**config.mk**
```make
export PLATFORM = sky130hd
export DESIGN_NAME = cellrv32_fifo_level
export DESIGN_NICKNAME = d
export VERILOG_FILES = /design/src/rtl/cellrv32_fifo_level.sv
export SDC_FILE = /design/constraint.sdc
export NUM_CORES = 1
export LEC_CHECK = 0
export CAP_MARGIN = 20
export CORE_MARGIN = 8
export CORE_UTILIZATION = 37
export CTS_BUF_LIST = sky130_fd_sc_hd__clkbuf_4 sky130_fd_sc_hd__clkbuf_8 sky130_fd_sc_hd__clkbuf_16
export CTS_CLUSTER_DIAMETER = 100
export CTS_CLUSTER_SIZE = 10
export DETAILED_ROUTE_END_ITERATION = 6
export GPL_ROUTABILITY_DRIVEN = 0
export PLACE_DENSITY = 0.68
export SLEW_MARGIN = 15
export SYNTH_ARGS = -nofsm -noshare
export SYNTH_HDL_FRONTEND = slang
export SYNTH_SLANG_ARGS = --single-unit
export TNS_END_PERCENT = 5
```
**constraint.sdc**
```tcl
create_clock -name clk_i -period 3.63 [get_ports clk_i]
set_input_delay 0.363 -clock clk_i [delete_from_list [all_inputs] [get_ports clk_i]]
set_output_delay 0.363 -clock clk_i [all_outputs]
set_load 0.02 [all_outputs]
```
**src/rtl/cellrv32_fifo_level.sv**
```systemverilog
`default_nettype none
// ============================================================================
//  Module   : cellrv32_fifo_level
//  Purpose  : Single-clock synchronous FIFO of arbitrary (non power-of-two)
//             depth with first-word-fall-through read data, an exact fill
//             level, run-time programmable almost-full / almost-empty
//             watermarks, a half-full flag and optional sticky
//             overflow/underflow error flags.
//
//  Parameters
//    FIFO_DEPTH : number of entries, 2..1024
//    FIFO_WIDTH : data width in bits, 1..64
//    FULL_RW    : 1 = a write to a full FIFO is accepted when a read is
//                 accepted in the same cycle; 0 = always rejected
//    LW         : derived, $clog2(FIFO_DEPTH+1); width of level/thresholds
//
//  Ports
//    clk_i        in   clock, rising edge
//    rstn_i       in   asynchronous active-low reset
//    clear_i      in   synchronous clear (pointers, level, error flags)
//    wdata_i      in   write data
//    we_i         in   write request
//    free_o       out  at least one entry free
//    re_i         in   read request, pops current head
//    rdata_o      out  head data, all-zero when empty
//    avail_o      out  at least one entry valid
//    level_o      out  number of valid entries, 0..FIFO_DEPTH
//    afull_thr_i  in   almost-full threshold  (afull_o  = level >= thr)
//    aempty_thr_i in   almost-empty threshold (aempty_o = level <= thr)
//    half_o       out  2*level >= FIFO_DEPTH
//    err_clr_i    in   clears the sticky error flags
//    ovf_o        out  sticky overflow (a write was rejected)
//    udf_o        out  sticky underflow (a read was issued while empty)
//
//  Build option
//    CELLRV32_FIFO_LEVEL_ERR_EN : when defined, the ovf/udf sticky flags and
//                                 err_clr_i are implemented; otherwise
//                                 ovf_o/udf_o are tied low.
//
//  Revision : 1.0 - initial release
// ============================================================================
module cellrv32_fifo_level #(
    parameter int   FIFO_DEPTH = 4,
    parameter int   FIFO_WIDTH = 32,
    parameter logic FULL_RW    = 1'b1,
    localparam int  LW         = $clog2(FIFO_DEPTH + 1)
) (
    input  logic                  clk_i,
    input  logic                  rstn_i,
    input  logic                  clear_i,
    input  logic [FIFO_WIDTH-1:0] wdata_i,
    input  logic                  we_i,
    output logic                  free_o,
    input  logic                  re_i,
    output logic [FIFO_WIDTH-1:0] rdata_o,
    output logic                  avail_o,
    output logic [LW-1:0]         level_o,
    input  logic [LW-1:0]         afull_thr_i,
    input  logic [LW-1:0]         aempty_thr_i,
    output logic                  afull_o,
    output logic                  aempty_o,
    output logic                  half_o,
    input  logic                  err_clr_i,
    output logic                  ovf_o,
    output logic                  udf_o
);

    // Pointer width; depth is at least 2 so $clog2 is never zero.
    localparam int PW = (FIFO_DEPTH > 1) ? $clog2(FIFO_DEPTH) : 1;

    localparam logic [LW-1:0] C_LVL_FULL = LW'(FIFO_DEPTH);
    localparam logic [PW-1:0] C_PNT_LAST = PW'(FIFO_DEPTH - 1);
    localparam logic [LW:0]   C_HALF_CMP = (LW + 1)'(FIFO_DEPTH);

    // ------------------------------------------------------------------------
    // State
    // ------------------------------------------------------------------------
    logic [FIFO_WIDTH-1:0] mem_q [0:FIFO_DEPTH-1];
    logic [PW-1:0]         w_pnt_q, w_pnt_d;
    logic [PW-1:0]         r_pnt_q, r_pnt_d;
    logic [LW-1:0]         level_q, level_d;

    logic w_full;
    logic w_avail;
    logic w_re_acc;
    logic w_we_acc;

    // Pointers wrap explicitly at FIFO_DEPTH-1 so any depth is supported.
    function automatic logic [PW-1:0] f_pnt_inc(input logic [PW-1:0] p);
        return (p == C_PNT_LAST) ? '0 : p + 1'b1;
    endfunction

    // ------------------------------------------------------------------------
    // Access qualification: full/empty come from the level counter only.
    // ------------------------------------------------------------------------
    assign w_full   = (level_q == C_LVL_FULL);
    assign w_avail  = (level_q != '0);
    assign w_re_acc = re_i & w_avail;
    // A write into a full FIFO may ride along with an accepted read, since
    // the read frees the slot the write pointer currently addresses.
    assign w_we_acc = we_i & (~w_full | (FULL_RW & w_re_acc));

    always_comb begin
        w_pnt_d = w_pnt_q;
        r_pnt_d = r_pnt_q;
        level_d = level_q;
        if (w_we_acc) begin
            w_pnt_d = f_pnt_inc(w_pnt_q);
        end
        if (w_re_acc) begin
            r_pnt_d = f_pnt_inc(r_pnt_q);
        end
        case ({w_we_acc, w_re_acc})
            2'b10:   level_d = level_q + 1'b1;
            2'b01:   level_d = level_q - 1'b1;
            default: level_d = level_q;
        endcase
    end

    always_ff @(posedge clk_i or negedge rstn_i) begin
        if (!rstn_i) begin
            w_pnt_q <= '0;
            r_pnt_q <= '0;
            level_q <= '0;
        end else if (clear_i) begin
            w_pnt_q <= '0;
            r_pnt_q <= '0;
            level_q <= '0;
        end else begin
            w_pnt_q <= w_pnt_d;
            r_pnt_q <= r_pnt_d;
            level_q <= level_d;
        end
    end

    // Data storage carries no reset; a clear cycle suppresses the write.
    always_ff @(posedge clk_i) begin
        if (w_we_acc && !clear_i) begin
            mem_q[w_pnt_q] <= wdata_i;
        end
    end

    // ------------------------------------------------------------------------
    // Outputs
    // ------------------------------------------------------------------------
    assign free_o   = ~w_full;
    assign avail_o  = w_avail;
    assign level_o  = level_q;
    assign rdata_o  = w_avail ? mem_q[r_pnt_q] : '0;

    assign afull_o  = (level_q >= afull_thr_i);
    assign aempty_o = (level_q <= aempty_thr_i);
    // 2*level is compared one bit wider so it cannot overflow.
    assign half_o   = ({level_q, 1'b0} >= C_HALF_CMP);

    // ------------------------------------------------------------------------
    // Sticky error flags
    // ------------------------------------------------------------------------
`ifdef CELLRV32_FIFO_LEVEL_ERR_EN
    logic ovf_q, ovf_d;
    logic udf_q, udf_d;

    // A new error event wins over a simultaneous err_clr_i.
    always_comb begin
        ovf_d = ovf_q;
        udf_d = udf_q;
        if (err_clr_i) begin
            ovf_d = 1'b0;
            udf_d = 1'b0;
        end
        if (we_i & ~w_we_acc) begin
            ovf_d = 1'b1;
        end
        if (re_i & ~w_avail) begin
            udf_d = 1'b1;
        end
    end

    always_ff @(posedge clk_i or negedge rstn_i) begin
        if (!rstn_i) begin
            ovf_q <= 1'b0;
            udf_q <= 1'b0;
        end else if (clear_i) begin
            ovf_q <= 1'b0;
            udf_q <= 1'b0;
        end else begin
            ovf_q <= ovf_d;
            udf_q <= udf_d;
        end
    end

    assign ovf_o = ovf_q;
    assign udf_o = udf_q;
`else
    logic w_unused_err_clr;
    assign w_unused_err_clr = err_clr_i;
    assign ovf_o = 1'b0;
    assign udf_o = 1'b0;
`endif

endmodule
`default_nettype wire

```
# Word-level counts from Yosys, hierarchy flattened
# Memories as Yosys holds them, arrays and structs flattened.
# Index checks and enable logic that the tools add are counted.
[op_classes]
bitwise_logic = 4
eq_ne = 5
mux = 11
magnitude_cmp = 3
reduce_logical = 6
n_addsub = 4
[ops]
columns = ["cell", "count"]
rows = [
  ["$mux W32", 1],
  ["$mux W2", 6],
  ["$eq A2 B2 Y1 const B", 3],
  ["$pmux W3 S2", 1],
  ["$reduce_bool A3 Y1", 2],
  ["$add A2 B1 Y2 const B", 2],
  ["$ge A4 B3 Y1 const B", 1],
  ["$reduce_bool A2 Y1", 2],
  ["$add A3 B1 Y3 const B", 1],
  ["$eq A3 B3 Y1 const B", 1],
  ["$ge A3 B3 Y1", 1],
  ["$le A3 B3 Y1", 1],
  ["$mux W3", 1],
  ["$sub A3 B1 Y3 const B", 1],
  ["$and A1 B1 Y1", 2],
  ["$eq A2 B1 Y1 const B", 1],
  ["$mux W1", 2],
  ["$logic_and A1 B1 Y1", 1],
  ["$logic_not A1 Y1", 1],
  ["$not A1 Y1", 1],
  ["$or A1 B1 Y1", 1],
]
[word_totals]
register_bits = 7
out_inout_bits = 42
memories = 1
ram_bits = 128
elab_cells = 37
input_bits = 44
[memory_table]
columns = ["memory", "words", "word_bits", "read_ports", "rd_clocked_by_memory_dff", "wr", "line_no", "source"]
rows = [
  ["mem_q", 4, 32, 1, 0, 1, "78", "logic [FIFO_WIDTH-1:0] mem_q [0:FIFO_DEPTH-1];"],
]

# Logic depth before layout (Yosys ltp)
# Gate-level depths: netlist of run 1.
[logic_depth]
depth_word = 7
depth_mapped = 8
mapped_depth_nobuf = 6

# Least setup slack after synthesis of run 1
# OpenSTA, ideal clock, no wires.
[synth_timing]
path_type = "reg2reg"
start = "reg level_q[2] (netlist: level_o[2])"
end = "mem mem_q[0][0], enable pin"
t_arrival_ns = 3.434
required_ns = 3.162
stages_incl_launch_ff = 5
setup_time_ns = 0.468
setup_slack_ns = -0.272
n_path_buf = 1
path_cell_list = "dfrtp_1 > buf_4 > or3b_4 > o21ai_4 > nor3b_1"
[synth_via]
elab_chain_len = 7
word_cells_on_any_way = 9
cone_classes = "eq/ne: 1; mux: 2; bitwise: 4; reduce/logical: 2"
[synth_rtl]
columns = ["item", "line_no", "source"]
rows = [
  ["start, declared", "81", "logic [LW-1:0] level_q, level_d;"],
  ["start signal, assigned", "132", "level_q <= level_d;"],
  ["$eq A3 B3 Y1", "96", "assign w_full = (level_q == C_LVL_FULL);"],
  ["$not A1 Y1", "-", ""],
  ["named net free_o", "53", "output logic free_o,"],
  ["$or A1 B1 Y1", "101", "assign w_we_acc = we_i & (~w_full | (FULL_RW & w_re_acc));"],
  ["$and A1 B1 Y1", "101", ""],
  ["$logic_and A1 B1 Y1", "138", "if (w_we_acc && !clear_i) begin"],
  ["$mux W1", "138", ""],
  ["$mux W1 (implied by the code)", "139", "mem_q[w_pnt_q] <= wdata_i;"],
  ["end, declared", "78", ""],
]
# The timed path passes the listed nets, and every way through them passes these cells.

# Worst setup path in the final report of run 1
[layout_timing]
start = "reg r_pnt_q[0]"
end = "out rdata_o[2]"
[layout_via]
elab_chain_len = 2
[layout_rtl]
columns = ["item", "line_no", "source"]
rows = [
  ["start, declared", "80", "logic [PW-1:0] r_pnt_q, r_pnt_d;"],
  ["start signal, assigned", "131", "r_pnt_q <= r_pnt_d;"],
  ["$mem_v2 Z4 W32", "-", ""],
  ["$mux W32", "149", "assign rdata_o = w_avail ? mem_q[r_pnt_q] : '0;"],
  ["end, declared", "55", "output logic [FIFO_WIDTH-1:0] rdata_o,"],
]
# No other way between the ends.

==> reports/metrics.cfg, run 1 <==
[run_status]
status=finished, final reports clean

[worst_setup_path]
rrSetupSlack_ns=1.15
cp_top_family=buffers and inverters
critPathBufInv=2
required_ns=3.27
worstSetupPathType=reg -> out
cp_slowest_cell=dfrtp_2
crit_chain=buf_12 > mux4_2 > nor2b_1 > clkdlybuf4s50_1
critPathArrivalTime_ns=2.70
cp_slowest_stage_delay_ns=0.78
critPathLaunchType=flip-flop
cp_max_fo=19
end_kind=output pin

[sta]
hold_viol=0
worstMarginPinSlew_ns=0.898
finalCritPeriodShare=0.843
fin_worst_skew_ns=0.00552
max_slew_margin=0.402
timing.fmax_ghz=0.327
drv_slew=0
setup_tns_ns=0
period_minus_slack_ns=3.06
setup_viol_count_final=0
rsz0062_at_grt=false

[clocking]
cts_tree=built
cts_resized=0
ctsLongestPathBuffers=2
clock-sinks=135
clkLatencyLatePin_ns=0.41
cts.clk_slew.worst_paths_ns=0.05
hold_buffers=0
cts_buffers=17
cts_root_buf=clkbuf_16
post-cts-setup-buffers=0
htree_num_levels=4

[synthesis]
synth_edf_count=128
syn_inst=285
synth-seq-cells=135
synthTopCellsByArea=edfxtp_1, mux4_2, nor2b_1
ys_types=38
synth-main-ff-cell=edfxtp_1
synthDominantCellAreaShare=0.690
ys_warn_count=0
syn_area_per_cell_um2=19.6
yosysTopAreaCell=edfxtp_1
ys_async_sr_fraction=0.0519
synthesis.area_um2=5570
yosysSeqAreaShare=0.721

[placement]
io_buffers=82
dp_hpwl_um=6830
dp_cells=549

[final_layout]
final_cell_mix=edfxtp_1, clkdlybuf4s50_1, nor2b_1
diodes=0
synthToLayoutAreaGrowth_pct=29.4
layout-drive-gt1-share=0.211
finalNonFillerCells=581
finalNetCount=436
utilization=0.481
layout_commonest_cell=edfxtp_1

[die]
design.core.area_um2=15000
boundaryPins=86
start_util=0.372
dieWidth_um=139
core.rowCount=45
dieHeight_um=139
die_area_um2=19200

[global_routing]
grtUsageTotal=0.120
gr-total-overflow=0
grt_max_degree=35
antenna_found_initial=0
grt_pass1_vias=3149
grt_pass1_wl_um=17400

[run]
max_cap_violations=0

[route]
routed_wl_um=11000
antenna_left=0
routedWlPerCell_um=18.9
drtPass1Iterations=4
drt_iter0_drc=136
drc=0
avgViaCountPerCell=4.92
vias=2860

[power]
power_density_nw_per_um2=594
ir_drop_mv=0.330
power.static_leakage_nw=2.38

[worst_hold_path]
hp-class=in -> async

==> sequential cells by signal, summed over array words and instances (netlist names) <==
| name | count |
|---|---|
| mem_q | 128 |
| level_o | 3 |
| r_pnt_q | 2 |
| w_pnt_q | 2 |
==> power breakdown <==
part | internal (mW) | total [mW] | switching [mW]
combinational | 0.421 | 0.816 | 0.395
sequential | 1.76 | 1.83 | 0.0632
clock | 1.02 | 1.64 | 0.620
==> cells by family (layout without fill, tap and decap cells) <==
| family | Yosys count | in the layout | share of synthesized area |
|---|---|---|---|
| simple gates | 59 | 59 | 0.0653 |
| fa+ha+maj | 12 | 12 | 0.0283 |
| other cells | 1 | 2 | 0.000673 |
| compound gates | 15 | 15 | 0.0198 |
| buf+inv | 26 | 133 | 0.0267 |
| mux | 35 | 35 | 0.135 |
| flops | 135 | 135 | 0.721 |
| xor+xnor | 2 | 2 | 0.00314 |
==> cells in the mapped netlist, drive strengths merged (2+ instances only) <==
library cell / count
edfxtp: 128
nor2b: 33
mux4: 32
buf: 13
ha: 11
inv: 8
dfrtp: 7
nor3b: 5
clkbuf: 4
nor2: 4
a21oi: 3
nand2: 3
nand2b: 3
nand3: 3
o21ai: 3
a21o: 2
mux2i: 2
nor3: 2
o2111ai: 2
or2: 2
or3: 2
or3b: 2
==> worst paths after layout <==
kind / from / end / depth (start not counted)
min in group clk_i: wdata_i[10] / mem_q[2][10] / 1
min: rstn_i / level_o[2] / 1
max reg2reg: level_o[1] / level_o[2] / 7
max in group asynchronous: rstn_i / r_pnt_q[1] / 1
max: r_pnt_q[0] / rdata_o[2] / 4
min reg2reg: w_pnt_q[1] / w_pnt_q[1] / 2
==> area by class of cell <==
type / instances / area (µm²)
fillers: 1277 / 7770
flip-flops and latches: 135 / 4020
multi-input cells: 125 / 1440
repair buffers: 93 / 916
clock buffers: 19 / 440
well taps: 188 / 235
clock inverters: 13 / 131
inverters: 8 / 30.0
==> per-stage QoR <==
step,cell area (µm²),power (mW),hold slack [ns],setup WS (ns)
finish,7210,4.28,0.232,0.569
global route,7210,4.46,0.253,0.391
global placement,6640,2.69,0.583,0.909
detailed placement,6640,2.70,0.601,0.909
CTS,7210,4.36,0.217,0.454
floorplan,5580,2.31,0.0674,-0.272
==> worst reg2reg max path, stage by stage, from the launching register on <==
cell     delay (ns)
dfrtp_1        0.55
nor3_4         0.22
buf_4          0.28
nor3b_1        0.10
fa_1           0.40
or3b_1         0.39
or3_1          0.31
a31oi_1        0.16
==> per-layer routing <==
metal	track usage	share of wire	vias to the layer above
met5	0	0	-
met4	0.0503	0.014	0
met3	0.0444	0.051	12
met2	0.200	0.51	72
met1	0.138	0.43	1464
li1	-	-	1312
No activity file was read; power rests on OpenSTA's default activity.
==> run 2, diff against run 1 <==
PLACE_DENSITY = 0.65   (was 0.68)
clock period = 3.2 ns   (was 3.63 ns; I/O delays follow)
==> reports/metrics.cfg, run 2 (same netlist as run 1, synthesis figures left out) <==
[run_status]
status=finished, final reports clean

[clocking]
cts_tree=built
ctsLongestPathBuffers=2
cts_resized=0
htree_num_levels=4
clock-sinks=135
cts_root_buf=clkbuf_16
post-cts-setup-buffers=0
cts.clk_slew.worst_paths_ns=0.06
hold_buffers=0
clkLatencyLatePin_ns=0.42
cts_buffers=17

[worst_setup_path]
end_kind=output pin
worstSetupStartpoint=r_pnt_q[0]
cp_slowest_cell=dfrtp_2
critPathLaunchType=flip-flop
r2r_cells=6
rr_endpoint=level_o[2]
cp_top_family=buffers and inverters
rrSetupSlack_ns=0.71
cp_slowest_stage_delay_ns=0.68
required_ns=2.88
worstSetupPathType=reg -> out
critPathBufInv=2
crit_chain=buf_4 > mux4_2 > nor2b_1 > clkdlybuf4s50_1
r2r_start=level_o[1]
critPathArrivalTime_ns=2.66
cp_max_fo=15

[placement]
dp_hpwl_um=6900
io_buffers=82

[power]
finalPower_mw=5.09
power.static_leakage_nw=2.42
power_density_nw_per_um2=699
ir_drop_mv=0.565

[global_routing]
grt_pass1_wl_um=18000
gr-total-overflow=0
grtUsageTotal=0.123
grt_pass1_vias=3190
grt_max_degree=33
antenna_found_initial=0

[route]
routed_wl_um=11200
vias=2925
avgViaCountPerCell=5.04
routedWlPerCell_um=19.4
drtPass1Iterations=4
drt_iter0_drc=120
drc=0
antenna_left=0

[sta]
rsz0062_at_grt=false
fin_worst_skew_ns=0.00918
timing.fmax_ghz=0.336
period_minus_slack_ns=2.98
setup_viol_count_final=0
drv_slew=0
worstMarginPinSlew_ns=0.561
max_slew_margin=0.625
hold_viol=0
finalCritPeriodShare=0.931

[die]
design.core.area_um2=15000
dieHeight_um=139
boundaryPins=86
start_util=0.372
core.rowCount=45
die_area_um2=19200
dieWidth_um=139

[final_layout]
layout_commonest_cell=edfxtp_1
final_cell_mix=edfxtp_1, clkdlybuf4s50_1, nor2b_1
synthToLayoutAreaGrowth_pct=30.8
finalNetCount=435
diodes=0
utilization=0.487
largest_reg_flops=128
regMostFlops=mem_q
layout-drive-gt1-share=0.214

[worst_hold_path]
hp-class=in -> async

[run]
max_cap_violations=0

-- run 2: how the worst max path moves through the flow --
stage | endpoint | slack (ns) | cells after the start
floorplan | mem_q[0][0] | -0.70 | 4
global placement | rdata_o[14] | 0.61 | 4
detailed placement | rdata_o[14] | 0.61 | 4
CTS | rdata_o[3] | 0.13 | 4
global route | rdata_o[18] | 0.03 | 4
finish | rdata_o[3] | 0.22 | 4
-- run 2: report_power, final --
group	internal [mW]	switching (mW)
combinational	0.476	0.464
sequential	2.00	0.0606
clock	1.39	0.698
total	3.87	1.22
-- run 2: through the flow --
| step | hold slack (ns) | setup TNS, ns | cells | worst slack (ns) | instance area (µm²) |
|---|---|---|---|---|---|
| 2_1_floorplan | 0.0244 | -89.88 | 286 | -0.702 | 5580 |
| 3_3_place_gp | 0.585 | 0 | 548 | 0.609 | 6640 |
| 3_5_place_dp | 0.600 | 0 | 548 | 0.608 | 6640 |
| 4_1_cts | 0.172 | 0 | 580 | 0.131 | 7290 |
| 5_1_grt | 0.192 | 0 | 580 | 0.0263 | 7290 |
| 6_report | 0.186 | 0 | 580 | 0.220 | 7290 |
-- run 2: layer usage --
metal / global-route usage / part of all wire
met4: 0.0433 / 0.013
met2: 0.206 / 0.50
met5: 0 / 0
met1: 0.143 / 0.44
met3: 0.0475 / 0.053
-- run 2: area by class of cell --
cell class	instances	area, µm²
clock buffer	19	440
clock inverter	13	204
fill	1241	7690
inverter	8	30.0
multi-input combinational	125	1440
sequential	135	4020
tap	188	235
timing repair buffer	92	921
